--- src/rtl/pipelined_adder.sv ---
// Pipelined WIDTH-bit add/subtract with carry/borrow in; the carry chain is cut into STAGES registered chunks.
// Optional build macro PIPELINED_ADDER_SAT_EN: saturate sum on signed overflow, choosing the limit by the sign of a.
module pipelined_adder #(
    parameter int WIDTH  = 20,
    parameter int STAGES = 4
) (
    input  logic             clk,
    input  logic             rst_n,
    input  logic             in_valid,
    output logic             in_ready,
    input  logic [WIDTH-1:0] a,
    input  logic [WIDTH-1:0] b,
    input  logic             c_in,
    input  logic             sub,
    output logic             out_valid,
    input  logic             out_ready,
    output logic [WIDTH-1:0] sum,
    output logic             c_out,
    output logic             ovf
);

    localparam int CW   = WIDTH / STAGES;
    localparam int LAST = STAGES - 1;

    if (WIDTH < 2 || STAGES < 2 || (WIDTH % STAGES) != 0) begin : g_param_check
        $error("pipelined_adder: need WIDTH >= 2, STAGES >= 2 and WIDTH divisible by STAGES");
    end

    function automatic logic [CW:0] chunk_add(
        input logic [CW-1:0] x,
        input logic [CW-1:0] y,
        input logic          ci
    );
        chunk_add = {1'b0, x} + {1'b0, y} + {{CW{1'b0}}, ci};
    endfunction

    logic             adv_s;
    logic [WIDTH-1:0] bx_s;
    logic             carry0_s;

    logic [WIDTH-1:0] src_a_s  [STAGES];
    logic [WIDTH-1:0] src_bx_s [STAGES];
    logic [WIDTH-1:0] src_ps_s [STAGES];
    logic             src_c_s  [STAGES];
    logic             src_v_s  [STAGES];

    logic [WIDTH-1:0] a_q  [LAST];
    logic [WIDTH-1:0] a_d  [LAST];
    logic [WIDTH-1:0] bx_q [LAST];
    logic [WIDTH-1:0] bx_d [LAST];
    logic [WIDTH-1:0] ps_q [LAST];
    logic [WIDTH-1:0] ps_d [LAST];
    logic             c_q  [LAST];
    logic             c_d  [LAST];
    logic             v_q  [LAST];
    logic             v_d  [LAST];

    logic [CW:0]      fin_s;
    logic [WIDTH-1:0] sum_raw_s;
    logic [WIDTH-1:0] sum_d;
    logic             c_out_d;
    logic             ovf_d;
    logic [WIDTH-1:0] sum_q;
    logic             c_out_q;
    logic             ovf_q;
    logic             out_valid_q;

    // A single global enable: the whole pipe moves only when the output slot can drain.
    assign adv_s    = ~out_valid_q | out_ready;
    assign in_ready = adv_s;

    // Subtraction is a + ~b + ~c_in, so the borrow in becomes an inverted carry in.
    assign bx_s     = sub ? ~b : b;
    assign carry0_s = c_in ^ sub;

    assign out_valid = out_valid_q;
    assign sum       = sum_q;
    assign c_out     = c_out_q;
    assign ovf       = ovf_q;

    // Inputs seen by each stage: conditioned operands for stage 0, previous register otherwise.
    always_comb begin
        src_a_s[0]  = a;
        src_bx_s[0] = bx_s;
        src_ps_s[0] = {WIDTH{1'b0}};
        src_c_s[0]  = carry0_s;
        src_v_s[0]  = in_valid;
        for (int k = 1; k < STAGES; k++) begin
            src_a_s[k]  = a_q[k-1];
            src_bx_s[k] = bx_q[k-1];
            src_ps_s[k] = ps_q[k-1];
            src_c_s[k]  = c_q[k-1];
            src_v_s[k]  = v_q[k-1];
        end
    end

    // Stage k resolves chunk k; operands and finished partial sums ride along unchanged.
    always_comb begin
        for (int k = 0; k < LAST; k++) begin
            a_d[k]  = src_a_s[k];
            bx_d[k] = src_bx_s[k];
            ps_d[k] = src_ps_s[k];
            {c_d[k], ps_d[k][k*CW +: CW]} =
                chunk_add(src_a_s[k][k*CW +: CW], src_bx_s[k][k*CW +: CW], src_c_s[k]);
            v_d[k]  = src_v_s[k];
        end
    end

    // Last chunk, flags and optional saturation.
    always_comb begin
        fin_s     = chunk_add(src_a_s[LAST][LAST*CW +: CW], src_bx_s[LAST][LAST*CW +: CW],
                              src_c_s[LAST]);
        sum_raw_s = src_ps_s[LAST];
        sum_raw_s[LAST*CW +: CW] = fin_s[CW-1:0];
        c_out_d   = fin_s[CW];
        // The MSB sum bit is a ^ bx ^ carry-in, so the carry into the MSB falls out by XOR.
        ovf_d     = src_a_s[LAST][WIDTH-1] ^ src_bx_s[LAST][WIDTH-1] ^ sum_raw_s[WIDTH-1] ^ fin_s[CW];
`ifdef PIPELINED_ADDER_SAT_EN
        if (ovf_d) begin
            sum_d = src_a_s[LAST][WIDTH-1] ? {1'b1, {(WIDTH-1){1'b0}}} : {1'b0, {(WIDTH-1){1'b1}}};
        end else begin
            sum_d = sum_raw_s;
        end
`else
        sum_d = sum_raw_s;
`endif
    end

    // Intermediate stage registers: all shift together on adv, all hold otherwise.
    always_ff @(posedge clk or negedge rst_n) begin
        if (!rst_n) begin
            for (int k = 0; k < LAST; k++) begin
                a_q[k]  <= {WIDTH{1'b0}};
                bx_q[k] <= {WIDTH{1'b0}};
                ps_q[k] <= {WIDTH{1'b0}};
                c_q[k]  <= 1'b0;
                v_q[k]  <= 1'b0;
            end
        end else if (adv_s) begin
            for (int k = 0; k < LAST; k++) begin
                a_q[k]  <= a_d[k];
                bx_q[k] <= bx_d[k];
                ps_q[k] <= ps_d[k];
                c_q[k]  <= c_d[k];
                v_q[k]  <= v_d[k];
            end
        end
    end

    // Output slot: valid follows the last stage; data only changes for a real result so bubbles keep it.
    always_ff @(posedge clk or negedge rst_n) begin
        if (!rst_n) begin
            out_valid_q <= 1'b0;
            sum_q       <= {WIDTH{1'b0}};
            c_out_q     <= 1'b0;
            ovf_q       <= 1'b0;
        end else if (adv_s) begin
            out_valid_q <= src_v_s[LAST];
            if (src_v_s[LAST]) begin
                sum_q   <= sum_d;
                c_out_q <= c_out_d;
                ovf_q   <= ovf_d;
            end
        end
    end

endmodule
--- config.mk ---
export PLATFORM = sky130hd
export DESIGN_NAME = pipelined_adder
export DESIGN_NICKNAME = d
export VERILOG_FILES = /design/src/rtl/pipelined_adder.sv
export SDC_FILE = /design/constraint.sdc
export NUM_CORES = 1
export LEC_CHECK = 0
export ABC_CLOCK_PERIOD_IN_PS = 2250
export CORE_MARGIN = 2
export CORE_UTILIZATION = 24
export DETAILED_ROUTE_END_ITERATION = 8
export PLACE_DENSITY = 0.4
export SETUP_SLACK_MARGIN = 0.15
export SLEW_MARGIN = 20
export SYNTH_ARGS = -nofsm -noshare
export SYNTH_HDL_FRONTEND = slang
export SYNTH_SLANG_ARGS = --single-unit
--- constraint.sdc ---
create_clock -name clk -period 2.25 [get_ports clk]
set_input_delay 0.45 -clock clk [delete_from_list [all_inputs] [get_ports clk]]
set_output_delay 0.45 -clock clk [all_outputs]
set_load 0.03 [all_outputs]
==> results.toml, run 1 <==
[floorplanning]
die_x_um = 153
die_h_um = 153
start_util = 0.244
die_area_um2 = 23400
pin_count = 70
core_area_um2 = 21800
rows = 54

[timing]
rsz0062_at_grt = "true"
max_freq_ghz = 0.493
layout_setup_ws_ns = 0.223
maxSlewHeadroom = 0.580
tightest_slew_ns = 0.630
setup_viol = 0
min_period_ns = 2.03
hold_viol = 0
final.period_utilization = 0.901
skew_ns = 0.00732
slew_viol_final = 0

[flow_run]
max_cap_violations = 0

[detailed_routing]
drtIter0Drc = 227
vias = 3652
postRouteAntennaNets = 0
drtPass1Iterations = 4
via_per_inst = 4.03
wl_mm = 11.4
wl_per_cell_um = 12.5
drc = 0

[pwr]
switchingPower_w = 0.00346
power_frac_comb = 0.362
power_density_nw_per_um2 = 1440
p_leak_nw = 3.30
swShare = 0.342
irDropWorstVdd_mv = 0.507
p_clk_frac = 0.279
sequentialPowerShare = 0.358
p_int_w = 0.00666

[grt]
antenna_found_initial = 0
grt_pass1_wl_mm = 19.2
grt_overflow = 0
grt_start_max_net_pins = 62
grtUsageTotal = 0.103
first_global_vias = 3732

[final_layout]
syn_to_final_growth_pct = 31.5
layout.nets = 685
diodes = 0
final_cells = 907
drive_gt1_frac = 0.116

[worst_setup_path]
crit_arrival_ns = 2.33
crit_type = "primary input to flip-flop"
ff2ff_path_depth = 8
rrSetupSlack_ns = 0.37
timing.rr.start = "a_d[25]"
r2r_end = "ps_d[9]"
crit_required_ns = 2.55
cp-start-kind = "primary input"
crit_path_max_fanout = 4
end_kind = "flip-flop"

[clock_network]
clk_latency_ns = 0.41
clock-root-buffer = "clkbuf_16"
clk_path_buf_depth = 2
post_cts_hold_buffer_count = 0
path_clk_slew_ns = 0.05
cts_tree = "built"
cts_buffers = 17
clkSinkCount = 119
cts.htree.levels = 4

[synth]
synth_edf_count = 0
netlist_instances = 538
async_flop_share = 1.00
synth.area.top_cells = "dfrtp_1 56%, nand2_1 15%, ha_1 3.8%, mux2_2 3.4%, o21ai_0 3.3%"
syn_area_um2 = 5340
synth.largest_area_cell = "dfrtp_1"
ys_types = 35
synth_nets = 608
synth_top_area_share = 0.558
synth_common_cells = "211 x nand2_1, 119 x dfrtp_1, 35 x o21ai_0"
syn_avg_cell_area_um2 = 9.92
yosysMostFrequentCell = "nand2_1"
ys_ff_latch = 119
ys_warn_count = 0
seq_area_frac_synth = 0.558
yosys_most_used_dff = "dfrtp_1"

[place]
dp_hpwl_mm = 7.79
dp.cells = 873
place_ws_ns = -0.414
place_congestion = 0.753
io_buffers = 69

[min_path]
hold_path.class = "primary input to async pin"

[status]
status = "finished clean"
==> cell type report <==
type,instances,area (um2)
clock buffers,23,468
clock inverters,8,146
fillers,2261,14800
inverters,19,72.6
multi-input cells,372,2140
flip-flops and latches,119,2980
well taps,280,350
repair buffers,86,866
==> flip-flops by register name (all words and copies together) (netlist names) <==
register and count:
src_v_s 3, ovf 1, a_d 25, ps_d 15, ps_q 15, c_q 3
a_q 5, bx_d 25, c_out 1, bx_q 5, out_valid 1, sum 20
==> per-stage QoR <==
stage,cell area [um2],hold WS [ns],power [W],setup TNS [ns],util
after floorplan,5350,0.154,0.00613,0,-
after global placement,6370,0.447,0.00731,-1.15,0.292
after detailed placement,6370,0.455,0.00739,-1.21,0.292
after CTS,6980,0.0610,0.0103,0,0.320
after global routing,7020,0.0797,0.0109,0,0.322
final,7020,0.0426,0.0101,0,0.322
==> cells in the final DEF, fill, tap and decap left out, types with 4 or more instances in the layout <==
| cell type | instances |
|---|---|
| bufinv_16 | 4 |
| ha_1 | 16 |
| or3_1 | 6 |
| o21ai_0 | 34 |
| clkbuf_16 | 17 |
| clkbuf_1 | 4 |
| clkdlybuf4s50_1 | 65 |
| dfrtp_1 | 119 |
| nor2_1 | 5 |
| nor3_1 | 4 |
| nand2_1 | 211 |
| fa_1 | 6 |
| mux2_2 | 16 |
| buf_4 | 14 |
| xnor2_1 | 19 |
| xor2_1 | 7 |
| buf_12 | 4 |
| inv_1 | 18 |
| a21oi_1 | 12 |
| a31o_2 | 4 |
| a21o_1 | 4 |
| nor2b_1 | 4 |
==> power groups by stage <==
stage	logic (W)	clock network (W)	registers [W]
after CTS	0.00372	0.00290	0.00365
after global placement	0.00365	0	0.00366
after floorplan	0.00222	0	0.00392
final	0.00366	0.00283	0.00362
after detailed placement	0.00371	0	0.00369
after global routing	0.00413	0.00300	0.00376
==> routing by layer <==
| layer | up-vias | share of wire | track usage |
|---|---|---|---|
| li1 | 1882 | - | - |
| met1 | 1701 | 0.53 | 0.146 |
| met2 | 55 | 0.43 | 0.143 |
| met3 | 14 | 0.032 | 0.0318 |
| met4 | 0 | 0.017 | 0.0450 |
| met5 | - | 0 | 0 |
==> critical path, stage by stage <==
cell           delay, ns
dlygate4sd2_1       0.36
buf_4               0.20
xor2_1              0.19
ha_1                0.26
nor2b_1             0.13
o21a_1              0.18
or3_1               0.32
a31o_2              0.25
==> cells by family (layout without fill, tap and decap cells) <==
kind of cell               count (synthesis)  in the layout  synth area share
AOI/OAI and AO/OA                         64             64            0.0694
xor gates and xnor gates                  27             27            0.0443
adders and majority gates                 24             24            0.0675
buffers and inverters                     47            136            0.0441
DFF                                      119            119             0.558
muxes                                     16             16            0.0338
and+or+nand+nor                          241            241             0.183
==> worst max-delay path by stage <==
stage | startpoint | to | slack [ns] | cells past startpoint
floorplan | sub | ps_d[24] | 0.11 | 9
global placement | sub | ps_d[23] | -0.42 | 8
detailed placement | sub | ps_d[23] | -0.41 | 8
CTS | b[0] | ps_d[24] | 0.21 | 8
global route | sub | ps_d[23] | 0.13 | 8
finish | sub | ps_d[23] | 0.22 | 8
==> what timing repair did <==
action                     in CTS  in global routing
pin swaps                       0                  3
setup buffers                   0                  3
gates resized for setup         2                  4
setup endpoints to repair       3                  1
No activity file was read; power rests on OpenSTA's default activity.
==> inputs of run 2 (changes only) <==
--- a/config.mk
+++ b/config.mk
@@ -9,6 +9,7 @@
 export CORE_MARGIN = 2
 export CORE_UTILIZATION = 24
 export DETAILED_ROUTE_END_ITERATION = 8
+export GPL_ROUTABILITY_DRIVEN = 0
 export PLACE_DENSITY = 0.4
 export SETUP_SLACK_MARGIN = 0.15
 export SLEW_MARGIN = 20
==> results of run 2 <==
No change in the layout: final DEF, timing and power equal those of run 1.
